$ cat src/rtl/mem_arbiter_pkg.sv
`default_nettype none
`timescale 1ns / 1ps
//==============================================================================
// Module   : mem_arbiter_pkg
// Brief    : Shared FSM state type and requester IDs for the RAM arbiter.
// Revision : 1.0 - initial release
//==============================================================================
package mem_arbiter_pkg;

    typedef enum logic [1:0] {
        IDLE   = 2'd0,
        ACCESS = 2'd1,
        RESP   = 2'd2
    } state_t;

    localparam logic REQ_IF = 1'b0;
    localparam logic REQ_DM = 1'b1;

endpackage
`default_nettype wire

$ cat src/rtl/mem_arbiter_if.sv
`default_nettype none
`timescale 1ns / 1ps
//==============================================================================
// Module   : mem_arbiter_if
// Brief    : Requester (IF/DM) and single-port RAM signal bundle.
// Revision : 1.0 - initial release
//==============================================================================
interface mem_arbiter_if #(
    parameter int ADDR_W = 8,
    parameter int DATA_W = 16
);

    logic              if_req;
    logic [ADDR_W-1:0] if_addr;
    logic              if_ack;
    logic [DATA_W-1:0] if_rdata;

    logic              dm_req;
    logic              dm_we;
    logic [ADDR_W-1:0] dm_addr;
    logic [DATA_W-1:0] dm_wdata;
    logic              dm_ack;
    logic [DATA_W-1:0] dm_rdata;

    logic              en_ram_in;
    logic              we_ram_in;
    logic [ADDR_W-1:0] addr_ram_in;
    logic [DATA_W-1:0] din_ram_in;
    logic [DATA_W-1:0] dout_ram_out;

    // Arbiter side
    modport slave (
        input  if_req, if_addr, dm_req, dm_we, dm_addr, dm_wdata, dout_ram_out,
        output if_ack, if_rdata, dm_ack, dm_rdata,
        output en_ram_in, we_ram_in, addr_ram_in, din_ram_in
    );

    // Requester / RAM side
    modport master (
        output if_req, if_addr, dm_req, dm_we, dm_addr, dm_wdata, dout_ram_out,
        input  if_ack, if_rdata, dm_ack, dm_rdata,
        input  en_ram_in, we_ram_in, addr_ram_in, din_ram_in
    );

endinterface
`default_nettype wire

$ cat src/rtl/mem_arbiter_pick.sv
`default_nettype none
`timescale 1ns / 1ps
//==============================================================================
// Module   : mem_arbiter_pick
// Brief    : Grant decision. MEM_ARBITER_ROUND_ROBIN_EN selects alternating
//            grant on contention; otherwise DM has fixed priority.
// Revision : 1.0 - initial release
//==============================================================================
module mem_arbiter_pick (
    input  logic if_req,
    input  logic dm_req,
    input  logic last_grant,
    output logic winner
);
    import mem_arbiter_pkg::*;

    // With no request pending the result is unused; it simply follows the pointer.
    always_comb begin
        winner = last_grant;
`ifdef MEM_ARBITER_ROUND_ROBIN_EN
        if (if_req && dm_req) begin
            winner = ~last_grant;
        end else if (dm_req) begin
            winner = REQ_DM;
        end else if (if_req) begin
            winner = REQ_IF;
        end
`else
        if (dm_req) begin
            winner = REQ_DM;
        end else if (if_req) begin
            winner = REQ_IF;
        end
`endif
    end

endmodule
`default_nettype wire

$ cat src/rtl/mem_arbiter.sv
`default_nettype none
`timescale 1ns / 1ps
//==============================================================================
// Module   : mem_arbiter
// Brief    : IF/DM arbiter for a 1-cycle-latency single-port synchronous RAM.
//            Optional macro: MEM_ARBITER_ROUND_ROBIN_EN (round-robin grant).
// Revision : 1.0 - initial release
//==============================================================================
module mem_arbiter
    import mem_arbiter_pkg::*;
#(
    parameter int ADDR_W = 8,
    parameter int DATA_W = 16
) (
    input  logic             clk,
    input  logic             rst,
    mem_arbiter_if.slave     bus,
    output logic             busy
);

    state_t              r_state;
    state_t              w_state_nxt;
    logic                r_owner;
    logic                r_we;
    logic [ADDR_W-1:0]   r_addr;
    logic [DATA_W-1:0]   r_wdata;
    logic [DATA_W-1:0]   r_if_rdata;
    logic [DATA_W-1:0]   r_dm_rdata;
    logic                w_any_req;
    logic                w_winner;
    logic                w_last_grant;
    logic                w_grant;
    logic                w_rd_resp;

    assign w_any_req = bus.if_req | bus.dm_req;
    assign w_grant   = (r_state == IDLE) && w_any_req;

`ifdef MEM_ARBITER_ROUND_ROBIN_EN
    logic r_last_grant;

    always_ff @(posedge clk or negedge rst) begin
        if (!rst) begin
            r_last_grant <= REQ_DM;
        end else if (w_grant) begin
            r_last_grant <= w_winner;
        end
    end

    assign w_last_grant = r_last_grant;
`else
    assign w_last_grant = REQ_DM;
`endif

    mem_arbiter_pick u_pick (
        .if_req     (bus.if_req),
        .dm_req     (bus.dm_req),
        .last_grant (w_last_grant),
        .winner     (w_winner)
    );

    always_ff @(posedge clk or negedge rst) begin
        if (!rst) begin
            r_state <= IDLE;
        end else begin
            r_state <= w_state_nxt;
        end
    end

    always_comb begin
        w_state_nxt   = r_state;
        bus.en_ram_in = 1'b0;
        bus.we_ram_in = 1'b0;
        bus.if_ack    = 1'b0;
        bus.dm_ack    = 1'b0;
        case (r_state)
            IDLE: begin
                if (w_any_req) begin
                    w_state_nxt = ACCESS;
                end
            end
            ACCESS: begin
                w_state_nxt   = RESP;
                bus.en_ram_in = 1'b1;
                bus.we_ram_in = r_we;
            end
            RESP: begin
                w_state_nxt = IDLE;
                bus.if_ack  = (r_owner == REQ_IF);
                bus.dm_ack  = (r_owner == REQ_DM);
            end
            default: begin
                w_state_nxt = IDLE;
            end
        endcase
    end

    // IF grants never write; the DM write data is only captured on a DM grant.
    always_ff @(posedge clk or negedge rst) begin
        if (!rst) begin
            r_owner <= REQ_DM;
            r_we    <= 1'b0;
            r_addr  <= '0;
            r_wdata <= '0;
        end else if (w_grant) begin
            r_owner <= w_winner;
            if (w_winner == REQ_DM) begin
                r_we    <= bus.dm_we;
                r_addr  <= bus.dm_addr;
                r_wdata <= bus.dm_wdata;
            end else begin
                r_we    <= 1'b0;
                r_addr  <= bus.if_addr;
            end
        end
    end

    assign bus.addr_ram_in = r_addr;
    assign bus.din_ram_in  = r_wdata;

    // RAM data is only valid during RESP, so the ack cycle passes it straight
    // through and the holding register takes over from the next cycle on.
    assign w_rd_resp = (r_state == RESP) && !r_we;

    always_ff @(posedge clk or negedge rst) begin
        if (!rst) begin
            r_if_rdata <= '0;
            r_dm_rdata <= '0;
        end else if (w_rd_resp) begin
            if (r_owner == REQ_IF) begin
                r_if_rdata <= bus.dout_ram_out;
            end else begin
                r_dm_rdata <= bus.dout_ram_out;
            end
        end
    end

    assign bus.if_rdata = (w_rd_resp && (r_owner == REQ_IF)) ? bus.dout_ram_out : r_if_rdata;
    assign bus.dm_rdata = (w_rd_resp && (r_owner == REQ_DM)) ? bus.dout_ram_out : r_dm_rdata;

    assign busy = (r_state != IDLE);

endmodule
`default_nettype wire

$ cat src/flat_wrapper.sv
// flat-port wrapper written by rule: the top's interface ports become plain ports
module mem_arbiter_flat import mem_arbiter_pkg::*;
#(
    parameter int ADDR_W = 8,
    parameter int DATA_W = 16
)
  (clk, rst, busy, bus_if_req, bus_if_addr, bus_dm_req, bus_dm_we, bus_dm_addr, bus_dm_wdata, bus_dout_ram_out, bus_if_ack, bus_if_rdata, bus_dm_ack, bus_dm_rdata, bus_en_ram_in, bus_we_ram_in, bus_addr_ram_in, bus_din_ram_in);
  mem_arbiter_if #(.ADDR_W(ADDR_W), .DATA_W(DATA_W)) bus_i ();
  input  logic clk;
  input  logic rst;
  output logic busy;
  input wire logic [$bits(bus_i.if_req)-1:0] bus_if_req;
  input wire logic [$bits(bus_i.if_addr)-1:0] bus_if_addr;
  input wire logic [$bits(bus_i.dm_req)-1:0] bus_dm_req;
  input wire logic [$bits(bus_i.dm_we)-1:0] bus_dm_we;
  input wire logic [$bits(bus_i.dm_addr)-1:0] bus_dm_addr;
  input wire logic [$bits(bus_i.dm_wdata)-1:0] bus_dm_wdata;
  input wire logic [$bits(bus_i.dout_ram_out)-1:0] bus_dout_ram_out;
  output wire logic [$bits(bus_i.if_ack)-1:0] bus_if_ack;
  output wire logic [$bits(bus_i.if_rdata)-1:0] bus_if_rdata;
  output wire logic [$bits(bus_i.dm_ack)-1:0] bus_dm_ack;
  output wire logic [$bits(bus_i.dm_rdata)-1:0] bus_dm_rdata;
  output wire logic [$bits(bus_i.en_ram_in)-1:0] bus_en_ram_in;
  output wire logic [$bits(bus_i.we_ram_in)-1:0] bus_we_ram_in;
  output wire logic [$bits(bus_i.addr_ram_in)-1:0] bus_addr_ram_in;
  output wire logic [$bits(bus_i.din_ram_in)-1:0] bus_din_ram_in;
  assign bus_i.if_req = bus_if_req;
  assign bus_i.if_addr = bus_if_addr;
  assign bus_i.dm_req = bus_dm_req;
  assign bus_i.dm_we = bus_dm_we;
  assign bus_i.dm_addr = bus_dm_addr;
  assign bus_i.dm_wdata = bus_dm_wdata;
  assign bus_i.dout_ram_out = bus_dout_ram_out;
  assign bus_if_ack = bus_i.if_ack;
  assign bus_if_rdata = bus_i.if_rdata;
  assign bus_dm_ack = bus_i.dm_ack;
  assign bus_dm_rdata = bus_i.dm_rdata;
  assign bus_en_ram_in = bus_i.en_ram_in;
  assign bus_we_ram_in = bus_i.we_ram_in;
  assign bus_addr_ram_in = bus_i.addr_ram_in;
  assign bus_din_ram_in = bus_i.din_ram_in;
  mem_arbiter #(.ADDR_W(ADDR_W), .DATA_W(DATA_W)) u_core (.clk(clk), .rst(rst), .bus(bus_i), .busy(busy));
endmodule
$ cat config.mk
export PLATFORM = sky130hd
export DESIGN_NAME = mem_arbiter_flat
export DESIGN_NICKNAME = d
export VERILOG_FILES = /design/src/rtl/mem_arbiter_pkg.sv /design/src/rtl/mem_arbiter_if.sv /design/src/rtl/mem_arbiter_pick.sv /design/src/rtl/mem_arbiter.sv /design/src/flat_wrapper.sv
export SDC_FILE = /design/constraint.sdc
export NUM_CORES = 1
export LEC_CHECK = 0
export BUFFER_PORTS_ARGS = -buffer_cell sky130_fd_sc_hd__buf_2
export CORE_UTILIZATION = 23
export DETAILED_ROUTE_END_ITERATION = 16
export PLACE_DENSITY = 0.44
export RECOVER_POWER = 25
export SETUP_SLACK_MARGIN = 0.1
export SLEW_MARGIN = 25
export SYNTH_ARGS = -nofsm -noshare
export SYNTH_HDL_FRONTEND = slang
export SYNTH_SLANG_ARGS = --single-unit
$ cat constraint.sdc
create_clock -name clk -period 3.7 [get_ports clk]
set_input_delay 0.555 -clock clk [delete_from_list [all_inputs] [get_ports clk]]
set_output_delay 0.555 -clock clk [all_outputs]
set_load 0.01 [all_outputs]
## After elaboration in Yosys (flattened, before gate mapping)

Cells that the tools add are included.

| operators by class | value |
|---|---|
| bitwise gates (word level) | 2 |
| reductions and logical operators | 10 |
| $mul | 0 |
| equality and inequality tests | 3 |
| shift-type cells | 0 |
| $lt $le $gt $ge | 0 |
| muxes and demuxes | 12 |
| $add $sub $neg | 0 |
| divide/modulo/power cells | 0 |

Operator list:

| kind | number |
|---|---|
| $mux 16 | 2 |
| $mux 8 | 1 |
| $mux 1 | 7 |
| $reduce_and 2->1 | 3 |
| $logic_and 1x1->1 | 4 |
| $pmux 2 s2 | 1 |
| $eq 2x1->1 const B | 1 |
| $eq 2x2->1 const B | 1 |
| $logic_not 2->1 | 1 |
| $mux 2 | 1 |
| $ne 2x1->1 const B | 1 |
| $reduce_bool 2->1 | 1 |
| $logic_not 1->1 | 1 |
| $not 1->1 | 1 |
| $or 1x1->1 | 1 |

| storage, ports and cells | value |
|---|---|
| input port bits | 53 |
| bits in latches | 0 |
| word-level logic and storage cells | 34 |
| memory bits (read-only) | 0 |
| register bits | 60 |
| memories | 0 |
| output and inout port bits | 61 |
| RAM bits | 0 |

## Logic depth before layout (Yosys ltp)

| logic depth | value |
|---|---|
| depth in word-level cells | 4 |
| depth in mapped cells | 5 |

## Cells and area by module

Synthesis repeated with hierarchy kept, for this count alone.

| unflattened totals | value |
|---|---|
| cell total of the unflattened synthesis | 176 |
| area, all modules | 2567.5 µm² |

By module, submodules not included:

| module | cells an instance | area an instance (µm²) | instances |
|---|---|---|---|
| mem_arbiter | 174 | 2556.2 | 1 |
| mem_arbiter_pick | 2 | 11.3 | 1 |

## Worst setup path before layout

OpenSTA, ideal clock, no wires.

| timing | value |
|---|---|
| kind | reg2out |
| start | register u_core.r_owner |
| end | output port bus_dm_rdata[11] |
| required time | 3145 ps |
| arrival time | 1485 ps |
| setup slack | 1660 ps |
| cell stages (with the launch flop) | 5 |
| path buffers | 1 |
| path through | dfstp_2 > and3b_1 > nor2b_4 > buf_6 > mux2_2 |

| on the way | value |
|---|---|
| cells in the longest elaborated chain, start to end | 2 |

Ends and longest elaborated chain:

| element | line | source |
|---|---|---|
| start, declared | mem_arbiter.sv:23 | `logic r_owner;` |
| start signal, assigned | mem_arbiter.sv:105 | `r_owner <= w_winner;` |
| $logic_and 1x1->1 | mem_arbiter.sv:138 | `assign bus.dm_rdata = (w_rd_resp && (r_owner == REQ_DM)) ? bus.dout_ram_out : r_dm_rdata;` |
| $mux 16 | mem_arbiter.sv:138 |  |
| end, declared | flat_wrapper.sv:22 | `output wire logic [$bits(bus_i.dm_rdata)-1:0] bus_dm_rdata;` |

Every way passes these cells.

## Worst setup path in the final report

Same ends and word-level chain as after synthesis.

==> results.txt <==
The run finished, with violations left. The checks that failed: design-rule violations, max-capacitance violations. Relative slew slack: 0.003267. After global routing the overflow that remains totals 0.

Once placement completed, the tool counted placed cells totaling 413. The tools report the share of the yosys chip area belonging to registers as 0.5427. The total iterations of the first detailed-routing run is 10, and the number of distinct standard cells referenced by the synthesized netlist is 18.

The tools report the number of global-route vias before repair as 1831. The tools report the overall routed net length as 5755 um. The run gives 0 as the hold violation total from the final report. The count of routing violations after the opening detailed-route iteration is 39, and the maximum net fanout on the critical path is 22. The final critical-path share of the clock period was 0.7780.

Synthesis produced a netlist whose cell count is 164. Area added between synthesis and finish: 35.38%. After floorplanning, the core was divided into 39 placement rows. The proportion of layout cells with a drive suffix above 1 came out at 0.7517. During synthesis, Yosys emitted a total of 0 warnings. For the final core area utilization, the log shows 0.3241. The y dimension of the die was 111.7 um; the total half-perimeter wirelength after legalization and detailed placement was 3885 um. Kind of start point of the critical path: a flop. The tools report the overall global routing resource usage as 0.09874. The average size of a mapped cell is 16.88 um2, and the transition time of the tightest slew-check pin is 1495 ps.

The run gives 351.6 uV as the maximum vdd ir drop. For this design the top-level I/O count stands at 114. Summed over all cells, the static leakage comes to 0.001832 uW. The post-cts gate resize count is 0, and the max-capacitance violation count is 1. The TritonCTS buffer count is 9, and the detailed-route DRC error count is 8. For the number of antenna violations at the first check in global routing, the log shows 0.

The library cell used most frequently in the layout, excluding fill and tap cells, is buf_2. The count of final max-slew check failures was 0. The run gives 0 as the post-CTS setup buffer count. Setup repair after global routing left no endpoint under its margin. The post-layout net count came out at 334. The tools report the number of antenna cells inserted as 0. The initial core utilization was 0.2394; the cell area reported after detailed placement was 3415 um2. On the critical path, the stage with the largest delay is an instance of nor2b_4. STA puts the critical path data arrival time at 2320 ps. In this design, the stage delay of the slowest critical-path cell is 700 ps. The critical path is of the reg -> out type. The first global-routing pass estimated 9363 um of wire. CTS built an H-tree with a depth of 3. Entering global routing, the biggest net connects 61 pins.

After clock tree synthesis, the flow added hold-fix buffers numbering 0. For this run, the top clock speed supported by timing is 0.3474 GHz. The post-synth net total is 217. The clock latency of the later-clocked register in the worst-skew pair is 320 ps, and the per-cell routed wire length is 13.41 um. After layout, the minimum clock period comes to 2879 ps. The area of all placed cells without fillers was 3749 um2. Class of the tightest hold or removal check: in -> reg.

The tools report the library cell used as clock root buffer as clkbuf_16. Adding up every negative setup slack in the final design gives 0 ps. Setup violations remaining at the end of the flow were counted as 0.

The logs give 11560 um2 for the placeable core region and 0 for the remaining antenna violation count after routing. The post-route clock skew is 6.035 ps, and the die outline area is 12480 um2. The library cells used most frequently in the layout, excluding fill and tap cells, are buf_2 (113), dfrtp_1 (59), mux2_2 (42).

The required time reported for the critical path endpoint is 3140 ps, and the last weighted congestion value of the routability-driven placer is 0.6615. In this run the cell area of the synthesized design comes to 2769 um2. Walking the worst path, the cells encountered are and3b_1, nor2b_4, mux2_2, buf_2. Synthesis inferred 60 register bits. Once layout is complete, the cells apart from fillers number 429.

Power density relative to cell area: 957.1 nW/um2. Total number of clock tree sinks: 60. TritonCTS built the clock tree. The average via count per standard cell was 3.967; the clock-pin slew on the worst setup and hold paths was 50 ps. STA classifies the critical path endpoint as a primary output. The logs give 1702 for the count of vias placed by the detailed router and 2 for the maximum clock insertion buffer count. The die is 111.7 um wide.

Port buffering added 113 buffers.
==> flip-flops by register name, summed over array words and instances, names as in the netlist <==
name and count:
u_core.r_if_rdata 16, u_core.bus.din_ram_in 16, u_core.r_owner 1, u_core.bus.addr_ram_in 8, u_core.r_state 2, u_core.r_we 1
u_core.r_dm_rdata 16
==> critical path: cells and delay by family (launching register included) <==
kind	cells	cell delay [ps]
flops	1	540
buf+inv	1	140
simple gates	2	890
mux	1	410
==> power by group <==
group | internal (uW) | switching [uW]
clock network | 641 | 283
registers | 999 | 156
logic | 871 | 637
total | 2510 | 1080
==> metal layers <==
| layer | track usage | up-vias | routed length, um |
|---|---|---|---|
| met5 | 0 | - | 0 |
| met4 | 0.04865 | 0 | 110 |
| met3 | 0.05498 | 9 | 616 |
| met2 | 0.1400 | 84 | 2490 |
| met1 | 0.1198 | 801 | 2537 |
| li1 | - | 808 | - |
==> synth_stat cells <==
master | n | area, um2
a21o_1 | 1 | 7.510
a22o_1 | 1 | 8.760
and2_1 | 2 | 12.51
and2b_1 | 2 | 15.01
and3b_1 | 1 | 8.760
buf_12 | 3 | 60.06
buf_2 | 2 | 10.01
buf_6 | 4 | 45.04
dfrtp_1 | 59 | 1476
dfstp_2 | 1 | 26.28
inv_1 | 2 | 7.510
mux2_2 | 42 | 473.0
mux2_4 | 38 | 570.6
nor2_1 | 1 | 3.750
nor2b_1 | 2 | 12.51
nor2b_4 | 1 | 13.76
nor3b_2 | 1 | 12.51
o21ai_0 | 1 | 5.000
==> area by class of cell <==
| type | instances | area (um2) |
|---|---|---|
| clock buffers | 12 | 266.5 |
| clock inverters | 4 | 70.07 |
| multi-input cells | 93 | 1145 |
| well taps | 143 | 178.9 |
| fillers | 1154 | 7816 |
| flip-flops and latches | 60 | 1503 |
| inverters | 2 | 7.507 |
| repair buffers | 115 | 578.1 |
==> final timing paths <==
check | from | end | slack (ps) | cells after the start
max in group asynchronous | rst | u_core.bus.din_ram_in[9]$_DFFE_PN0P_ | 2120 | 2
hold / removal | bus_dm_we | u_core.r_we$_DFFE_PN0P_ | 440 | 2
setup / recovery | u_core.r_owner$_DFFE_PN1P_ | bus_dm_rdata[11] | 820 | 4
min in group asynchronous | rst | u_core.bus.din_ram_in[2]$_DFFE_PN0P_ | 660 | 2
setup reg to reg | u_core.r_owner$_DFFE_PN1P_ | u_core.r_dm_rdata[14]$_DFFE_PN0P_ | 1720 | 3
hold reg to reg | u_core.r_dm_rdata[1]$_DFFE_PN0P_ | u_core.r_dm_rdata[1]$_DFFE_PN0P_ | 490 | 1
==> per-stage QoR <==
| stage | hold WS, ps | setup slack (ps) | total power, uW |
|---|---|---|---|
| after floorplan | 259.4 | 1660 | 2221 |
| after global placement | 474.2 | 1165 | 2683 |
| after detailed placement | 477.9 | 1144 | 2692 |
| after CTS | 425.5 | 766.2 | 3660 |
| after global routing | 435.0 | 683.8 | 3814 |
| final | 443.2 | 821.4 | 3588 |
==> kinds of logic after synthesis <==
logic type,count (synthesis),synth area share
AO/OA/AOI/OAI,3,0.007682
AND/OR/NAND/NOR,10,0.02846
multiplexers,80,0.3769
flip-flops,60,0.5427
buffers and inverters,11,0.04428
(Power assumes the default switching activity.)
